<file path="src/rtl/hex7seg_scan_ctrl_if.sv">
// Bundle between a value source (CPU debug values) and the seven-segment scan controller.
// The master drives the values to display; the slave drives the segment and anode pins.
interface hex7seg_scan_ctrl_if #(
    parameter int DIGITS = 6
);
    logic [4*DIGITS-1:0] disp;
    logic [DIGITS-1:0]   blank_mask;
    logic [DIGITS-1:0]   dp;
    logic [7:0]          seg;
    logic [DIGITS-1:0]   AN_SEL;
    logic                frame_done;

    modport master (
        output disp, blank_mask, dp,
        input  seg, AN_SEL, frame_done
    );

    modport slave (
        input  disp, blank_mask, dp,
        output seg, AN_SEL, frame_done
    );
endinterface

</file>
<file path="src/rtl/hex7seg_scan_ctrl.sv">
// Multiplexed hex seven-segment scanner with internal prescaler, slot-start blanking and
// frame-synchronous shadow capture. Optional leading-zero blanking under HEX7SEG_LZB_EN.
module hex7seg_scan_ctrl #(
    parameter int DIGITS         = 6,
    parameter int PRESCALE       = 131072,
    parameter int BLANK_CYCLES   = 16,
    parameter bit SEG_ACTIVE_LOW = 1'b1,
    parameter bit AN_ACTIVE_LOW  = 1'b1
) (
    input  logic               sys_Clock,
    input  logic               Reset,
    hex7seg_scan_ctrl_if.slave bus
);
    localparam int CW = (PRESCALE > 1) ? $clog2(PRESCALE) : 1;
    localparam int IW = (DIGITS > 1) ? $clog2(DIGITS) : 1;
    localparam logic [CW-1:0]     CNT_LAST  = CW'(PRESCALE - 1);
    localparam logic [CW-1:0]     BLANK_END = CW'(BLANK_CYCLES);
    localparam logic [IW-1:0]     IDX_LAST  = IW'(DIGITS - 1);
    localparam logic [7:0]        SEG_OFF   = {8{SEG_ACTIVE_LOW}};
    localparam logic [DIGITS-1:0] AN_OFF    = {DIGITS{AN_ACTIVE_LOW}};

    logic [CW-1:0]       cnt_reg, cnt_next;
    logic [IW-1:0]       idx_reg, idx_next;
    logic [4*DIGITS-1:0] shadow_disp_reg;
    logic [DIGITS-1:0]   shadow_blank_reg;
    logic [DIGITS-1:0]   shadow_dp_reg;
    logic [7:0]          seg_reg, seg_next;
    logic [DIGITS-1:0]   an_reg, an_next;
    logic                frame_done_reg;

    logic                slot_end;
    logic                capture;
    logic [DIGITS-1:0]   digit_sel;
    logic [3:0]          nibble [DIGITS];
    logic [DIGITS-1:0]   lzb_blank;
    logic [DIGITS-1:0]   blank_eff;
    logic [3:0]          cur_nib;
    logic                cur_blank;
    logic                cur_dp;
    logic                lit;

    function automatic logic [6:0] glyph(input logic [3:0] nib);
        case (nib)
            4'h0: glyph = 7'h3F;
            4'h1: glyph = 7'h06;
            4'h2: glyph = 7'h5B;
            4'h3: glyph = 7'h4F;
            4'h4: glyph = 7'h66;
            4'h5: glyph = 7'h6D;
            4'h6: glyph = 7'h7D;
            4'h7: glyph = 7'h07;
            4'h8: glyph = 7'h7F;
            4'h9: glyph = 7'h6F;
            4'hA: glyph = 7'h77;
            4'hB: glyph = 7'h7C;
            4'hC: glyph = 7'h39;
            4'hD: glyph = 7'h5E;
            4'hE: glyph = 7'h79;
            default: glyph = 7'h71;
        endcase
    endfunction

    assign slot_end = (cnt_reg == CNT_LAST);
    assign capture  = slot_end && (idx_reg == IDX_LAST);

    genvar gi;
    generate
        for (gi = 0; gi < DIGITS; gi++) begin : g_digit
            assign digit_sel[gi] = (idx_reg == IW'(gi));
            assign nibble[gi]    = shadow_disp_reg[4*gi +: 4];
        end
    endgenerate

`ifdef HEX7SEG_LZB_EN
    // zero_run[i]: every digit from DIGITS-1 down to i is a zero nibble without a point.
    logic [DIGITS:1] zero_run;
    assign zero_run[DIGITS] = 1'b1;
    assign lzb_blank[0]     = 1'b0;
    generate
        for (gi = 1; gi < DIGITS; gi++) begin : g_lzb
            assign zero_run[gi]  = zero_run[gi+1] && (nibble[gi] == 4'h0) && !shadow_dp_reg[gi];
            assign lzb_blank[gi] = zero_run[gi];
        end
    endgenerate
`else
    assign lzb_blank = '0;
`endif

    assign blank_eff = shadow_blank_reg | lzb_blank;

    always_comb begin
        cur_nib   = 4'h0;
        cur_blank = 1'b0;
        cur_dp    = 1'b0;
        for (int i = 0; i < DIGITS; i++) begin
            if (digit_sel[i]) begin
                cur_nib   = nibble[i];
                cur_blank = blank_eff[i];
                cur_dp    = shadow_dp_reg[i];
            end
        end
    end

    always_comb begin
        cnt_next = slot_end ? '0 : cnt_reg + 1'b1;
        idx_next = idx_reg;
        if (slot_end) begin
            idx_next = (idx_reg == IDX_LAST) ? '0 : idx_reg + 1'b1;
        end
        // The first BLANK_CYCLES of each slot keep all anodes off to hide ghosting.
        lit      = (cnt_reg >= BLANK_END) && !cur_blank;
        an_next  = lit ? digit_sel : '0;
        seg_next = lit ? {cur_dp, glyph(cur_nib)} : 8'h00;
    end

    always_ff @(posedge sys_Clock or posedge Reset) begin
        if (Reset) begin
            cnt_reg          <= '0;
            idx_reg          <= '0;
            shadow_disp_reg  <= '0;
            shadow_blank_reg <= '0;
            shadow_dp_reg    <= '0;
            seg_reg          <= SEG_OFF;
            an_reg           <= AN_OFF;
            frame_done_reg   <= 1'b0;
        end else begin
            cnt_reg <= cnt_next;
            idx_reg <= idx_next;
            if (capture) begin
                shadow_disp_reg  <= bus.disp;
                shadow_blank_reg <= bus.blank_mask;
                shadow_dp_reg    <= bus.dp;
            end
            // XOR with the "off" pattern converts active-high values to pin polarity.
            seg_reg        <= seg_next ^ SEG_OFF;
            an_reg         <= an_next ^ AN_OFF;
            frame_done_reg <= capture;
        end
    end

    assign bus.seg        = seg_reg;
    assign bus.AN_SEL     = an_reg;
    assign bus.frame_done = frame_done_reg;
endmodule

</file>
<file path="src/flat_wrapper.sv">
// flat-port wrapper written by rule: the top's interface ports become plain ports
module hex7seg_scan_ctrl_flat 
#(
    parameter int DIGITS         = 6,
    parameter int PRESCALE       = 131072,
    parameter int BLANK_CYCLES   = 16,
    parameter bit SEG_ACTIVE_LOW = 1'b1,
    parameter bit AN_ACTIVE_LOW  = 1'b1
)
  (sys_Clock, Reset, bus_disp, bus_blank_mask, bus_dp, bus_seg, bus_AN_SEL, bus_frame_done);
  hex7seg_scan_ctrl_if #(.DIGITS(DIGITS)) bus_i ();
  input  logic sys_Clock;
  input  logic Reset;
  input wire logic [$bits(bus_i.disp)-1:0] bus_disp;
  input wire logic [$bits(bus_i.blank_mask)-1:0] bus_blank_mask;
  input wire logic [$bits(bus_i.dp)-1:0] bus_dp;
  output wire logic [$bits(bus_i.seg)-1:0] bus_seg;
  output wire logic [$bits(bus_i.AN_SEL)-1:0] bus_AN_SEL;
  output wire logic [$bits(bus_i.frame_done)-1:0] bus_frame_done;
  assign bus_i.disp = bus_disp;
  assign bus_i.blank_mask = bus_blank_mask;
  assign bus_i.dp = bus_dp;
  assign bus_seg = bus_i.seg;
  assign bus_AN_SEL = bus_i.AN_SEL;
  assign bus_frame_done = bus_i.frame_done;
  hex7seg_scan_ctrl #(.DIGITS(DIGITS), .PRESCALE(PRESCALE), .BLANK_CYCLES(BLANK_CYCLES), .SEG_ACTIVE_LOW(SEG_ACTIVE_LOW), .AN_ACTIVE_LOW(AN_ACTIVE_LOW)) u_core (.sys_Clock(sys_Clock), .Reset(Reset), .bus(bus_i));
endmodule
</file>
<file path="config.mk">
export PLATFORM = sky130hd
export DESIGN_NAME = hex7seg_scan_ctrl_flat
export DESIGN_NICKNAME = d
export VERILOG_FILES = /design/src/rtl/hex7seg_scan_ctrl_if.sv /design/src/rtl/hex7seg_scan_ctrl.sv /design/src/flat_wrapper.sv
export SDC_FILE = /design/constraint.sdc
export NUM_CORES = 1
export LEC_CHECK = 0
export ABC_CLOCK_PERIOD_IN_PS = 2600
export BUFFER_PORTS_ARGS = -buffer_cell sky130_fd_sc_hd__buf_2
export CORE_MARGIN = 2
export CORE_UTILIZATION = 50
export DETAILED_ROUTE_END_ITERATION = 8
export PLACE_DENSITY = 0.75
export SLEW_MARGIN = 20
export SYNTH_ARGS = -nofsm -noshare
export SYNTH_HDL_FRONTEND = slang
export SYNTH_SLANG_ARGS = --single-unit
</file>
<file path="constraint.sdc">
create_clock -name sys_Clock -period 2.6 [get_ports sys_Clock]
set_clock_uncertainty 0.05 [all_clocks]
set_input_delay 0.39 -clock sys_Clock [delete_from_list [all_inputs] [get_ports sys_Clock]]
set_output_delay 0.39 -clock sys_Clock [all_outputs]
set_load 0.02 [all_outputs]
</file>
Word-level counts from Yosys, hierarchy flattened:

Memories as Yosys holds them, arrays and structs flattened.
Index checks and enable logic that the tools add are counted.

* register bits after elaboration: 71
* ROM bits: 112
* input bits: 38
* output and inout bits: 15
* word-level logic and storage cells: 46
* memories kept: 1

Memories
* (name not given): words 16, width 7, rd ports 1, clocked after memory_dff 0, wr ports 0, RTL line hex7seg_scan_ctrl.sv:43 `case (nib)`

* $add $sub $neg: 2
* $lt $le $gt $ge: 1
* eq/ne operators: 6
* multiplexer cells: 22
* bitwise operators: 2
* reductions and logical operators: 4

Operators by type and width (number)
* two-way mux 4 bit: 6
* adder 17 x 1 -> 17 bit (second input constant): 1
* equality test 17 bit (second input constant): 1
* greater-or-equal comparator 17 x 5 -> 1 bit (second input constant): 1
* two-way mux 17 bit: 1
* two-way mux 1 bit: 12
* two-way mux 8 bit: 1
* NOT 8 bit: 1
* equality test 3 x 2 -> 1 bit (second input constant): 2
* equality test 3 bit (second input constant): 2
* two-way mux 6 bit: 1
* NOT 6 bit: 1
* adder 3 x 1 -> 3 bit (second input constant): 1
* equality test 3 x 1 -> 1 bit (second input constant): 1
* zero test 3 bit: 1
* two-way mux 3 bit: 1
* logical AND 1 bit: 2
* zero test 1 bit: 1

Depth between registers and ports, before layout:

Gate-level depths: netlist of run 1.

* word-level depth: 11
* depth in mapped cells: 14
* depth with buffers taken out: 10

Worst setup path after synthesis of run 1:

OpenSTA, ideal clock, no wires.

* path type: reg2reg
* start point: register u_core.idx_reg[0]
* end point: register u_core.seg_reg[3], in the netlist u_core.bus.seg[3]
* setup time: 0.086 ns
* arrival time: 2.634 ns
* data required time: 2.464 ns
* slack: -0.170 ns
* stages on the path, launching flop included: 14
* buffers on the path: 4
* period minus slack after synthesis: 2.770 ns
* path through: dfrtp_1 -> buf_6 -> buf_4 -> buf_2 -> and2_1 -> ha_1 -> buf_2 -> nor2_2 -> a32oi_1 -> a22oi_1 -> inv_1 -> ha_1 -> and3_1 -> o31ai_2

* cells in the longest elaborated chain, start to end: 11
* elaborated cells on any way between the ends: 23
* classes of those cells: 5 x eq/ne; 13 x mux; 1 x bitwise; 3 x reduce/logical; 1 x memory

RTL lines
* start: declaration: RTL line hex7seg_scan_ctrl.sv:23 `logic [IW-1:0] idx_reg, idx_next;`
* start signal: assignment: RTL line hex7seg_scan_ctrl.sv:128 `idx_reg <= idx_next;`
* parallel branches: the longest is 9 deep, another holds memory read (16 x 7 bit)
* two-way mux 8 bit (*): RTL line hex7seg_scan_ctrl.sv:113 `seg_next = lit ? {cur_dp, glyph(cur_nib)} : 8'h00;`
* NOT 8 bit (no source line) (*)
* end signal: assignment: RTL line hex7seg_scan_ctrl.sv:135 `seg_reg <= seg_next ^ SEG_OFF;`
* end: declaration: RTL line hex7seg_scan_ctrl.sv:27 `logic [7:0] seg_reg, seg_next;`

Every way passes the cells marked *.
A chain may end at the register's enable or synchronous reset.

Final worst setup path of run 1:

Same ends and word-level chain as after synthesis.

==> impl_metrics.py, run 1 <==
metrics = {
    "grt": {
        "grt_pass1_wl_um": 11100,
        "antenna_found_initial": 0,
        "grt_max_degree": 49,
        "grt.total_usage": 0.194,
        "grt.overflow.total": 0,
        "first_global_vias": 2353,
    },
    "yosys": {
        "yosysTopAreaCellShare": 0.421,
        "ys_async_sr_fraction": 1.00,
        "synth_seq_cells": 71,
        "synth_area_um2": 3390,
        "synth_compound_area_frac": 0.0827,
        "synth_fp_nets": 333,
        "synthXorXnorAreaFrac": 0.0310,
        "synth_most_common_cell": "dfrtp_1",
        "post_synth.cell_area_avg_um2": 11.9,
        "ys_seq_area_frac": 0.530,
        "synth-main-ff-cell": "dfrtp_1",
        "synthDistinctLibCells": 47,
        "synthMuxAreaShare": 0.163,
        "synth_edf_count": 0,
        "synth_area_leaders": "dfrtp_1, dfstp_2, mux2_1",
        "yosysWarnings": 0,
        "synth_common_cells": "dfrtp_1, mux2_1, nor2_1",
        "yosys.area_share.simple": 0.125,
        "netlist_instances": 285,
        "yosysTopAreaCell": "dfrtp_1",
        "synth-adder-area-share": 0.0369,
        "synth_top_family_by_area": "multiplexers",
    },
    "die": {
        "start_util": 0.524,
        "io_pins": 53,
        "core_area_um2": 6460,
        "die_x_um": 86.3,
        "die_h_um": 86.3,
        "num_rows": 29,
        "die-area_um2": 7450,
    },
    "critical_path": {
        "path_max_fanout": 9,
        "crit_type": "reg -> reg",
        "endpoint_kind": "flip-flop",
        "critPathArrivalTime_ns": 2.62,
        "required_ns": 2.80,
        "startpoint_type": "flip-flop",
    },
    "cts": {
        "root_buffer": "clkbuf_8",
        "path_clk_slew_ns": 0.08,
        "clockBufferDepth": 2,
        "htreeDepth": 3,
        "insertion_delay_ns": 0.34,
        "postCtsSetupRepairBufs": 0,
        "cts_sinks": 71,
        "postCtsHoldBufs": 0,
        "cts_tree": "built",
        "cts_buffers": 9,
    },
    "sta": {
        "finalHoldViolations": 0,
        "rsz0062_at_grt": "no",
        "post-route-min-period_ns": 2.42,
        "clock.fmax_mhz": 414,
        "worst_pin_slew_ns": 0.522,
        "slew_headroom": 0.652,
        "fin_ws_ns": 0.184,
        "setup_viol": 0,
        "final.period_utilization": 0.929,
        "finalMaxSlewViolations": 0,
    },
    "power_and_ir_drop": {
        "leakagePower_nw": 1.75,
        "pwr_density_cell_nw_per_um2": 589,
        "vdd_drop_max_uv": 389,
    },
    "hold_path": {
        "hold_class": "in -> async",
    },
    "route": {
        "wl_per_cell_um": 15.2,
        "drc": 0,
        "firstDrtPassIters": 4,
        "dr.first_iter.drc_count": 92,
        "routed.top_layer": "met4",
        "wl_met1_um": 2930,
        "vias": 2309,
        "drt_wl_total_um": 6460,
        "vias_per_cell": 5.43,
        "wl_met3_um": 302,
        "wl_met2_um": 3090,
        "drtAntennaViolNets": 0,
    },
    "layout": {
        "n_fill_cell": 544,
        "drive_gt1_frac": 0.316,
        "syn_to_final_growth_pct": 17.6,
        "regArea_um2": 1800,
        "nNetsFinal": 391,
        "final_area_um2": 3980,
        "diodes": 0,
        "final_cells": 425,
        "largest_reg_flops": 24,
        "multiInputGateArea_um2": 1500,
    },
    "placed_design": {
        "post_dp_cell_area_um2": 3740,
        "place_inst": 409,
        "place_ws_ns": 0.140,
        "finalWeightedCongestion": 0.900,
        "hpwlAfterDp_um": 4650,
        "portBuffers": 52,
    },
    "job": {
        "max_cap_violations": 0,
    },
    "status": {
        "outcome": "completed",
    },
}
[report_power, final]
| part | total (W) | switching [W] | internal, W |
|---|---|---|---|
| sequential | 0.00117 | 0.0000187 | 0.00115 |
| clock | 0.00102 | 0.000400 | 0.000620 |
| combinational | 0.000156 | 0.0000862 | 0.0000701 |
[logic make-up after synthesis]
kind of cell / count (synthesis)
AND/OR/NAND/NOR: 86
flip-flops: 71
multiplexers: 50
AO/OA/AOI/OAI: 36
buffers and inverters: 20
XOR/XNOR: 12
adder cells (fa/ha/maj): 10
[layout by cell type (no fill, tap or decap), drive strengths merged, types with 4 or more instances in the layout]
| cell type | count |
|---|---|
| nor2 | 24 |
| dfrtp | 57 |
| xnor2 | 4 |
| a21oi | 11 |
| mux2 | 39 |
| dfstp | 14 |
| inv | 8 |
| mux2i | 11 |
| nand4 | 7 |
| nand3 | 12 |
| o21ai | 7 |
| clkbuf | 12 |
| ha | 10 |
| buf | 59 |
| nand2 | 22 |
| o211ai | 4 |
| xor2 | 8 |
| nor3 | 4 |
[final timing paths]
check,cells after the start,end,slack [ns],from
max in group asynchronous,3,u_core.bus.seg[7]$_DFF_PP1_,1.78,Reset
setup reg to reg,9,u_core.bus.seg[3]$_DFF_PP1_,0.18,u_core.idx_reg[0]$_DFFE_PP0P_
hold reg to reg,1,u_core.shadow_disp_reg[2]$_DFFE_PP0P_,0.44,u_core.shadow_disp_reg[2]$_DFFE_PP0P_
setup / recovery,9,u_core.bus.seg[3]$_DFF_PP1_,0.18,u_core.idx_reg[0]$_DFFE_PP0P_
hold / removal,2,u_core.shadow_disp_reg[12]$_DFFE_PP0P_,0.03,Reset
min in group sys_Clock,2,u_core.shadow_disp_reg[5]$_DFFE_PP0P_,0.20,bus_disp[5]
[per-layer routing]
| layer | global-route usage | vias to the layer above |
|---|---|---|
| li1 | - | 1118 |
| met1 | 0.262 | 1120 |
| met2 | 0.299 | 57 |
| met3 | 0.0495 | 14 |
| met4 | 0.0824 | 0 |
| met5 | 0 | - |
[critical path: stages (launching register included)]
cell	delay (ns)
dfrtp_1	0.38
and2_1	0.17
ha_2	0.25
nor2_4	0.23
a32oi_1	0.13
a22oi_1	0.28
inv_1	0.18
ha_1	0.34
and3_1	0.16
o31ai_2	0.18
[what timing repair did]
action,4_1_cts,5_1_grt
gates resized for setup,0,1
endpoints found under the hold margin,0,0
endpoints found under the setup margin,0,1
[per-stage QoR]
step / total power (W) / hold WS (ns) / TNS, ns / utilization
after floorplan: 0.00128 / 0.409 / -0.00784 / -
after global placement: 0.00134 / 0.402 / 0 / 0.579
after detailed placement: 0.00135 / 0.402 / 0 / 0.579
after CTS: 0.00237 / 0.0258 / 0 / 0.617
after global routing: 0.00244 / 0.0507 / 0 / 0.617
final: 0.00235 / 0.0308 / 0 / 0.617
[cell type report]
class	count	share of cell area
Multi-Input combinational cell	194	0.375
Clock buffer	12	0.0415
Sequential cell	71	0.451
Inverter	8	0.00754
Timing Repair Buffer	59	0.0817
Tap cell	77	0.0242
Clock inverter	4	0.0192
Power figures use the tool's default switching activity.
==> run 2, diff against run 1 <==
--- a/config.mk
+++ b/config.mk
@@ -5,7 +5,7 @@
 export SDC_FILE = /design/constraint.sdc
 export NUM_CORES = 1
 export LEC_CHECK = 0
-export ABC_CLOCK_PERIOD_IN_PS = 2600
+export ABC_CLOCK_PERIOD_IN_PS = 2000
 export BUFFER_PORTS_ARGS = -buffer_cell sky130_fd_sc_hd__buf_2
 export CORE_MARGIN = 2
 export CORE_UTILIZATION = 50
==> constraint.sdc (replaced) <==
create_clock -name sys_Clock -period 2 [get_ports sys_Clock]
set_clock_uncertainty 0.05 [all_clocks]
set_input_delay 0.3 -clock sys_Clock [delete_from_list [all_inputs] [get_ports sys_Clock]]
set_output_delay 0.3 -clock sys_Clock [all_outputs]
set_load 0.02 [all_outputs]
==> impl_metrics.py, run 2 (synthesis gave the netlist of run 1 again) <==
metrics = {
    "status": {
        "outcome": "complete, but fails checks",
        "failed_checks": "negative setup slack",
    },
    "sta": {
        "worst_pin_slew_ns": 0.447,
        "post-route-min-period_ns": 2.19,
        "finalMaxSlewViolations": 0,
        "fin_ws_ns": -0.190,
        "rsz0062_at_grt": "yes",
        "clock.fmax_mhz": 457,
        "whs_ns": 0.0933,
        "final.period_utilization": 1.09,
        "slew_headroom": 0.701,
        "setup_viol": 10,
        "finalHoldViolations": 0,
    },
    "route": {
        "drtAntennaViolNets": 0,
        "dr.first_iter.drc_count": 161,
        "drc": 0,
        "vias": 2680,
        "firstDrtPassIters": 4,
        "vias_per_cell": 5.59,
        "drt_wl_total_um": 8460,
        "wl_per_cell_um": 17.7,
    },
    "placed_design": {
        "place_inst": 448,
        "post_dp_cell_area_um2": 4070,
        "hpwlAfterDp_um": 5030,
        "portBuffers": 52,
        "finalWeightedCongestion": 0.841,
    },
    "layout": {
        "nNetsFinal": 445,
        "diodes": 0,
        "syn_to_final_growth_pct": 39.9,
        "final_cells": 479,
        "final_common_cell": "dfrtp_1",
        "multiInputGateArea_um2": 1740,
        "regArea_um2": 1800,
        "largest_reg_flops": 24,
        "final_cell_mix": "dfrtp_1, buf_2, buf_4, mux2_1, nor2_1",
        "drive_gt1_frac": 0.495,
        "n_fill_cell": 422,
        "fin_util": 0.734,
        "final_area_um2": 4740,
    },
    "critical_path": {
        "r2r-start": "u_core.idx_reg[1]$_DFFE_PP0P_",
        "path_max_fanout": 6,
        "crit_type": "reg -> reg",
        "required_ns": 2.22,
        "critPathArrivalTime_ns": 2.41,
        "critPathLaunch": "u_core.idx_reg[1]$_DFFE_PP0P_",
        "endpoint_kind": "flip-flop",
        "startpoint_type": "flip-flop",
    },
    "power_and_ir_drop": {
        "pwr_density_cell_nw_per_um2": 622,
        "leakagePower_nw": 2.11,
        "vdd_drop_max_uv": 459,
        "fin_total_pwr_w": 0.00295,
    },
    "hold_path": {
        "hold_start": "bus_dp[5]",
        "hold_class": "in -> reg",
    },
    "die": {
        "die_x_um": 86.3,
        "die_h_um": 86.3,
        "start_util": 0.524,
        "num_rows": 29,
        "core_area_um2": 6460,
        "die-area_um2": 7450,
        "io_pins": 53,
    },
    "grt": {
        "grt.overflow.total": 0,
        "antenna_found_initial": 0,
        "grt_max_degree": 54,
        "grt_pass1_wl_um": 12500,
        "first_global_vias": 2617,
        "grt.total_usage": 0.219,
    },
    "cts": {
        "clockBufferDepth": 2,
        "cts_tree": "built",
        "root_buffer": "clkbuf_8",
        "path_clk_slew_ns": 0.08,
        "cts_buffers": 9,
        "cts_sinks": 71,
        "htreeDepth": 3,
        "insertion_delay_ns": 0.36,
    },
    "job": {
        "max_cap_violations": 0,
    },
}
==> run 2: cell types whose count changed in the layout (fill, tap and decap cells not counted), moves of 4 or more <==
cell / previous run / this run
buf_4: 6 / 43
buf_6: 0 / 9
ha_1: 9 / 2
ha_4: 0 / 6
nand2_1: 22 / 17
clkbuf_16: 0 / 4
==> run 2: worst max-delay path, stage by stage (launching register included) <==
cell and delay (ns):
dfrtp_2 0.44, and2_4 0.18, ha_4 0.18, nor2_4 0.14, a32oi_2 0.12, a22oi_2 0.25, inv_2 0.12, ha_4 0.25
and3_4 0.14, o31ai_2 0.23
==> run 2: area by class of cell <==
type | instances | share of cell area
Multi-Input combinational cell | 194 | 0.367
Timing Repair Buffer | 113 | 0.185
Inverter | 8 | 0.00766
Clock buffer | 10 | 0.0269
Tap cell | 77 | 0.0203
Sequential cell | 71 | 0.379
Clock inverter | 6 | 0.0145
==> run 2: per-stage QoR <==
step                worst slack [ns]  setup TNS [ns]
floorplan                     -0.568           -3.67
CTS                           -0.106          -0.290
detailed placement            -0.181           -1.01
finish                        -0.190           -1.40
global placement             -0.0803          -0.288
global route                  -0.266           -2.40
==> run 2: metal layers <==
metal	track usage	up-vias	part of all wire	wire, um
li1	-	1235	-	-
met1	0.286	1342	0.42	3530
met2	0.357	82	0.51	4310
met3	0.0390	21	0.044	374
met4	0.0994	0	0.029	245
met5	0	-	0	0
==> run 2: power breakdown <==
group / internal [W] / switching (W) / total, W
Sequential: 0.00149 / 0.0000264 / 0.00152
Clock: 0.000582 / 0.000569 / 0.00115
Combinational: 0.000132 / 0.000142 / 0.000274
==> run 2: what timing repair did <==
item	in CTS	in global routing
gates resized for setup	23	36
setup buffers	6	4
pin swaps	10	10
endpoints found under the hold margin	16	0
cloned	0	5
hold buffers	1	0
setup endpoints to repair	11	49
==> run 2: path summary, 6_finish.rpt <==
kind	endpoint	slack [ns]	depth (start not counted)
max reg2reg	u_core.bus.seg[3]$_DFF_PP1_	-0.19	9
min reg2reg	u_core.shadow_dp_reg[5]$_DFFE_PP0P_	0.44	1
max	u_core.bus.seg[3]$_DFF_PP1_	-0.19	9
min in group asynchronous	u_core.shadow_disp_reg[20]$_DFFE_PP0P_	0.44	3
max in group asynchronous	u_core.bus.AN_SEL[2]$_DFF_PP1_	0.82	4
min	u_core.shadow_dp_reg[5]$_DFFE_PP0P_	0.09	2
==> run 3, diff against run 2 <==
--- a/config.mk
+++ b/config.mk
@@ -7,10 +7,10 @@
 export LEC_CHECK = 0
 export ABC_CLOCK_PERIOD_IN_PS = 2000
 export BUFFER_PORTS_ARGS = -buffer_cell sky130_fd_sc_hd__buf_2
-export CORE_MARGIN = 2
 export CORE_UTILIZATION = 50
 export DETAILED_ROUTE_END_ITERATION = 8
 export PLACE_DENSITY = 0.75
+export REMOVE_ABC_BUFFERS = 1
 export SLEW_MARGIN = 20
 export SYNTH_ARGS = -nofsm -noshare
 export SYNTH_HDL_FRONTEND = slang
==> impl_metrics.py, run 3 (synthesis gave the netlist of run 1 again) <==
metrics = {
    "die": {
        "core_area_um2": 6460,
        "start_util": 0.524,
        "die_h_um": 84.3,
        "num_rows": 29,
        "io_pins": 53,
        "die_x_um": 84.3,
        "die-area_um2": 7110,
    },
    "critical_path": {
        "critPathSlowestCell": "dfrtp_1",
        "critPathArrivalTime_ns": 2.34,
        "path_max_fanout": 7,
        "required_ns": 2.23,
        "slowest_delay_ns": 0.39,
        "crit_type": "reg -> reg",
        "startpoint_type": "flip-flop",
        "crit_buf_inv": 2,
        "cp_top_family": "compound AO/OA/AOI/OAI gates",
        "cp_common_cell": "buf_6",
        "endpoint_kind": "flip-flop",
        "worstPathCellList": "buf_6 -> and2b_1 -> nand2_2 -> o21ai_2 -> a221oi_4 -> buf_6 -> ha_4 -> and3_4 -> o31ai_4",
    },
    "route": {
        "wl_per_cell_um": 16.9,
        "drtAntennaViolNets": 0,
        "drc": 3,
        "vias_per_cell": 5.54,
        "firstDrtPassIters": 8,
        "dr.first_iter.drc_count": 119,
        "vias": 2649,
        "drt_wl_total_um": 8090,
    },
    "sta": {
        "post-route-min-period_ns": 2.11,
        "finalMaxSlewViolations": 0,
        "slew_headroom": 0.705,
        "final.period_utilization": 1.06,
        "rsz0062_at_grt": "yes",
        "fin_ws_ns": -0.115,
        "worst_pin_slew_ns": 0.440,
        "fin_setup_tns_ns": -0.464,
        "finalHoldViolations": 0,
        "setup_viol": 10,
        "clock.fmax_mhz": 473,
    },
    "power_and_ir_drop": {
        "swShare": 0.249,
        "leakagePower_nw": 2.07,
        "vdd_drop_max_uv": 658,
        "clkPwrFrac": 0.384,
        "combPwrFrac": 0.096,
        "internal_power_w": 0.00220,
        "pwr_density_cell_nw_per_um2": 631,
        "power_switching_w": 0.000729,
        "seq_power_share": 0.520,
    },
    "cts": {
        "htreeDepth": 3,
        "clockBufferDepth": 2,
        "cts_buffers": 9,
        "root_buffer": "clkbuf_8",
        "insertion_delay_ns": 0.35,
        "cts_sinks": 71,
        "cts_tree": "built",
        "path_clk_slew_ns": 0.08,
    },
    "status": {
        "failed_checks": "design-rule violations, negative setup slack",
        "outcome": "complete, but fails checks",
    },
    "grt": {
        "grt.total_usage": 0.239,
        "grt_max_degree": 72,
        "antenna_found_initial": 0,
        "grt.overflow.total": 0,
        "grt_pass1_wl_um": 12900,
        "first_global_vias": 2657,
    },
    "layout": {
        "fin_util": 0.720,
        "final_cell_mix": "dfrtp_1, buf_2, buf_4, mux2_1, nor2_1",
        "final_common_cell": "dfrtp_1",
        "largest_reg_flops": 24,
        "syn_to_final_growth_pct": 37.3,
        "drive_gt1_frac": 0.489,
        "n_fill_cell": 435,
        "diodes": 0,
        "nNetsFinal": 444,
    },
    "placed_design": {
        "portBuffers": 52,
        "place_ws_ns": -0.266,
        "hpwlAfterDp_um": 5150,
        "finalWeightedCongestion": 0.841,
    },
    "hold_path": {
        "hold_class": "in -> reg",
    },
    "job": {
        "max_cap_violations": 0,
    },
}
==> run 3: layout make-up <==
class | count | area, um2 | share of cell area
Clock buffer | 10 | 128 | 0.0274
Clock inverter | 6 | 61.3 | 0.0132
Inverter | 8 | 30.0 | 0.00646
Multi-Input combinational cell | 194 | 1740 | 0.375
Sequential cell | 71 | 1790 | 0.386
Tap cell | 77 | 96.3 | 0.0207
Timing Repair Buffer | 112 | 796 | 0.171
==> run 3: power groups by stage <==
stage               Clock, W  Combinational (W)  Sequential (W)
detailed placement         0           0.000224         0.00155
global route         0.00120           0.000307         0.00153
finish               0.00113           0.000281         0.00152
floorplan                  0           0.000110         0.00156
global placement           0           0.000215         0.00154
CTS                  0.00114           0.000259         0.00152
==> run 3: worst register-to-register path, stage by stage, from the launching register on <==
cell	delay, ns
dfrtp_1	0.39
buf_6	0.16
and2b_1	0.21
nand2_2	0.07
o21ai_2	0.08
a221oi_4	0.37
buf_6	0.16
ha_4	0.19
and3_4	0.16
o31ai_4	0.23
==> run 3: worst paths after layout <==
| kind | from | endpoint | slack (ns) | cells after the start |
|---|---|---|---|---|
| hold reg to reg | u_core.shadow_disp_reg[2]$_DFFE_PP0P_ | u_core.shadow_disp_reg[2]$_DFFE_PP0P_ | 0.44 | 1 |
| setup reg to reg | u_core.idx_reg[0]$_DFFE_PP0P_ | u_core.bus.seg[3]$_DFF_PP1_ | -0.11 | 9 |
| hold / removal | bus_disp[23] | u_core.shadow_disp_reg[23]$_DFFE_PP0P_ | 0.10 | 2 |
| max in group asynchronous | Reset | u_core.bus.AN_SEL[2]$_DFF_PP1_ | 1.05 | 4 |
| min in group asynchronous | Reset | u_core.shadow_dp_reg[5]$_DFFE_PP0P_ | 0.51 | 4 |
| setup / recovery | u_core.idx_reg[0]$_DFFE_PP0P_ | u_core.bus.seg[3]$_DFF_PP1_ | -0.11 | 9 |
==> run 3: repair_timing <==
| action | 4_1_cts | 5_1_grt |
|---|---|---|
| endpoints found under the setup margin | 12 | 50 |
| pin swaps | 12 | 8 |
| gates cloned | 0 | 1 |
| buffers inserted | 8 | 6 |
| hold buffers | 1 | 0 |
| resized for setup | 31 | 24 |
| endpoints found under the hold margin | 57 | 0 |
==> run 3: stage by stage <==
step                std cells  area (um2)  hold WS (ns)  power, W
floorplan                 273        3310         0.382   0.00167
global placement          446        4020         0.356   0.00176
detailed placement        446        4020         0.359   0.00177
CTS                       471        4480        0.0973   0.00292
global route              478        4650        0.0912   0.00304
finish                    478        4650         0.102   0.00293
==> run 3: routing by layer <==
metal	global-route usage	vias to the layer above	share of wire
met1	0.298	1300	0.42
met2	0.396	87	0.50
met5	0	-	0
li1	-	1237	-
met4	0.113	0	0.033
met3	0.0570	25	0.046
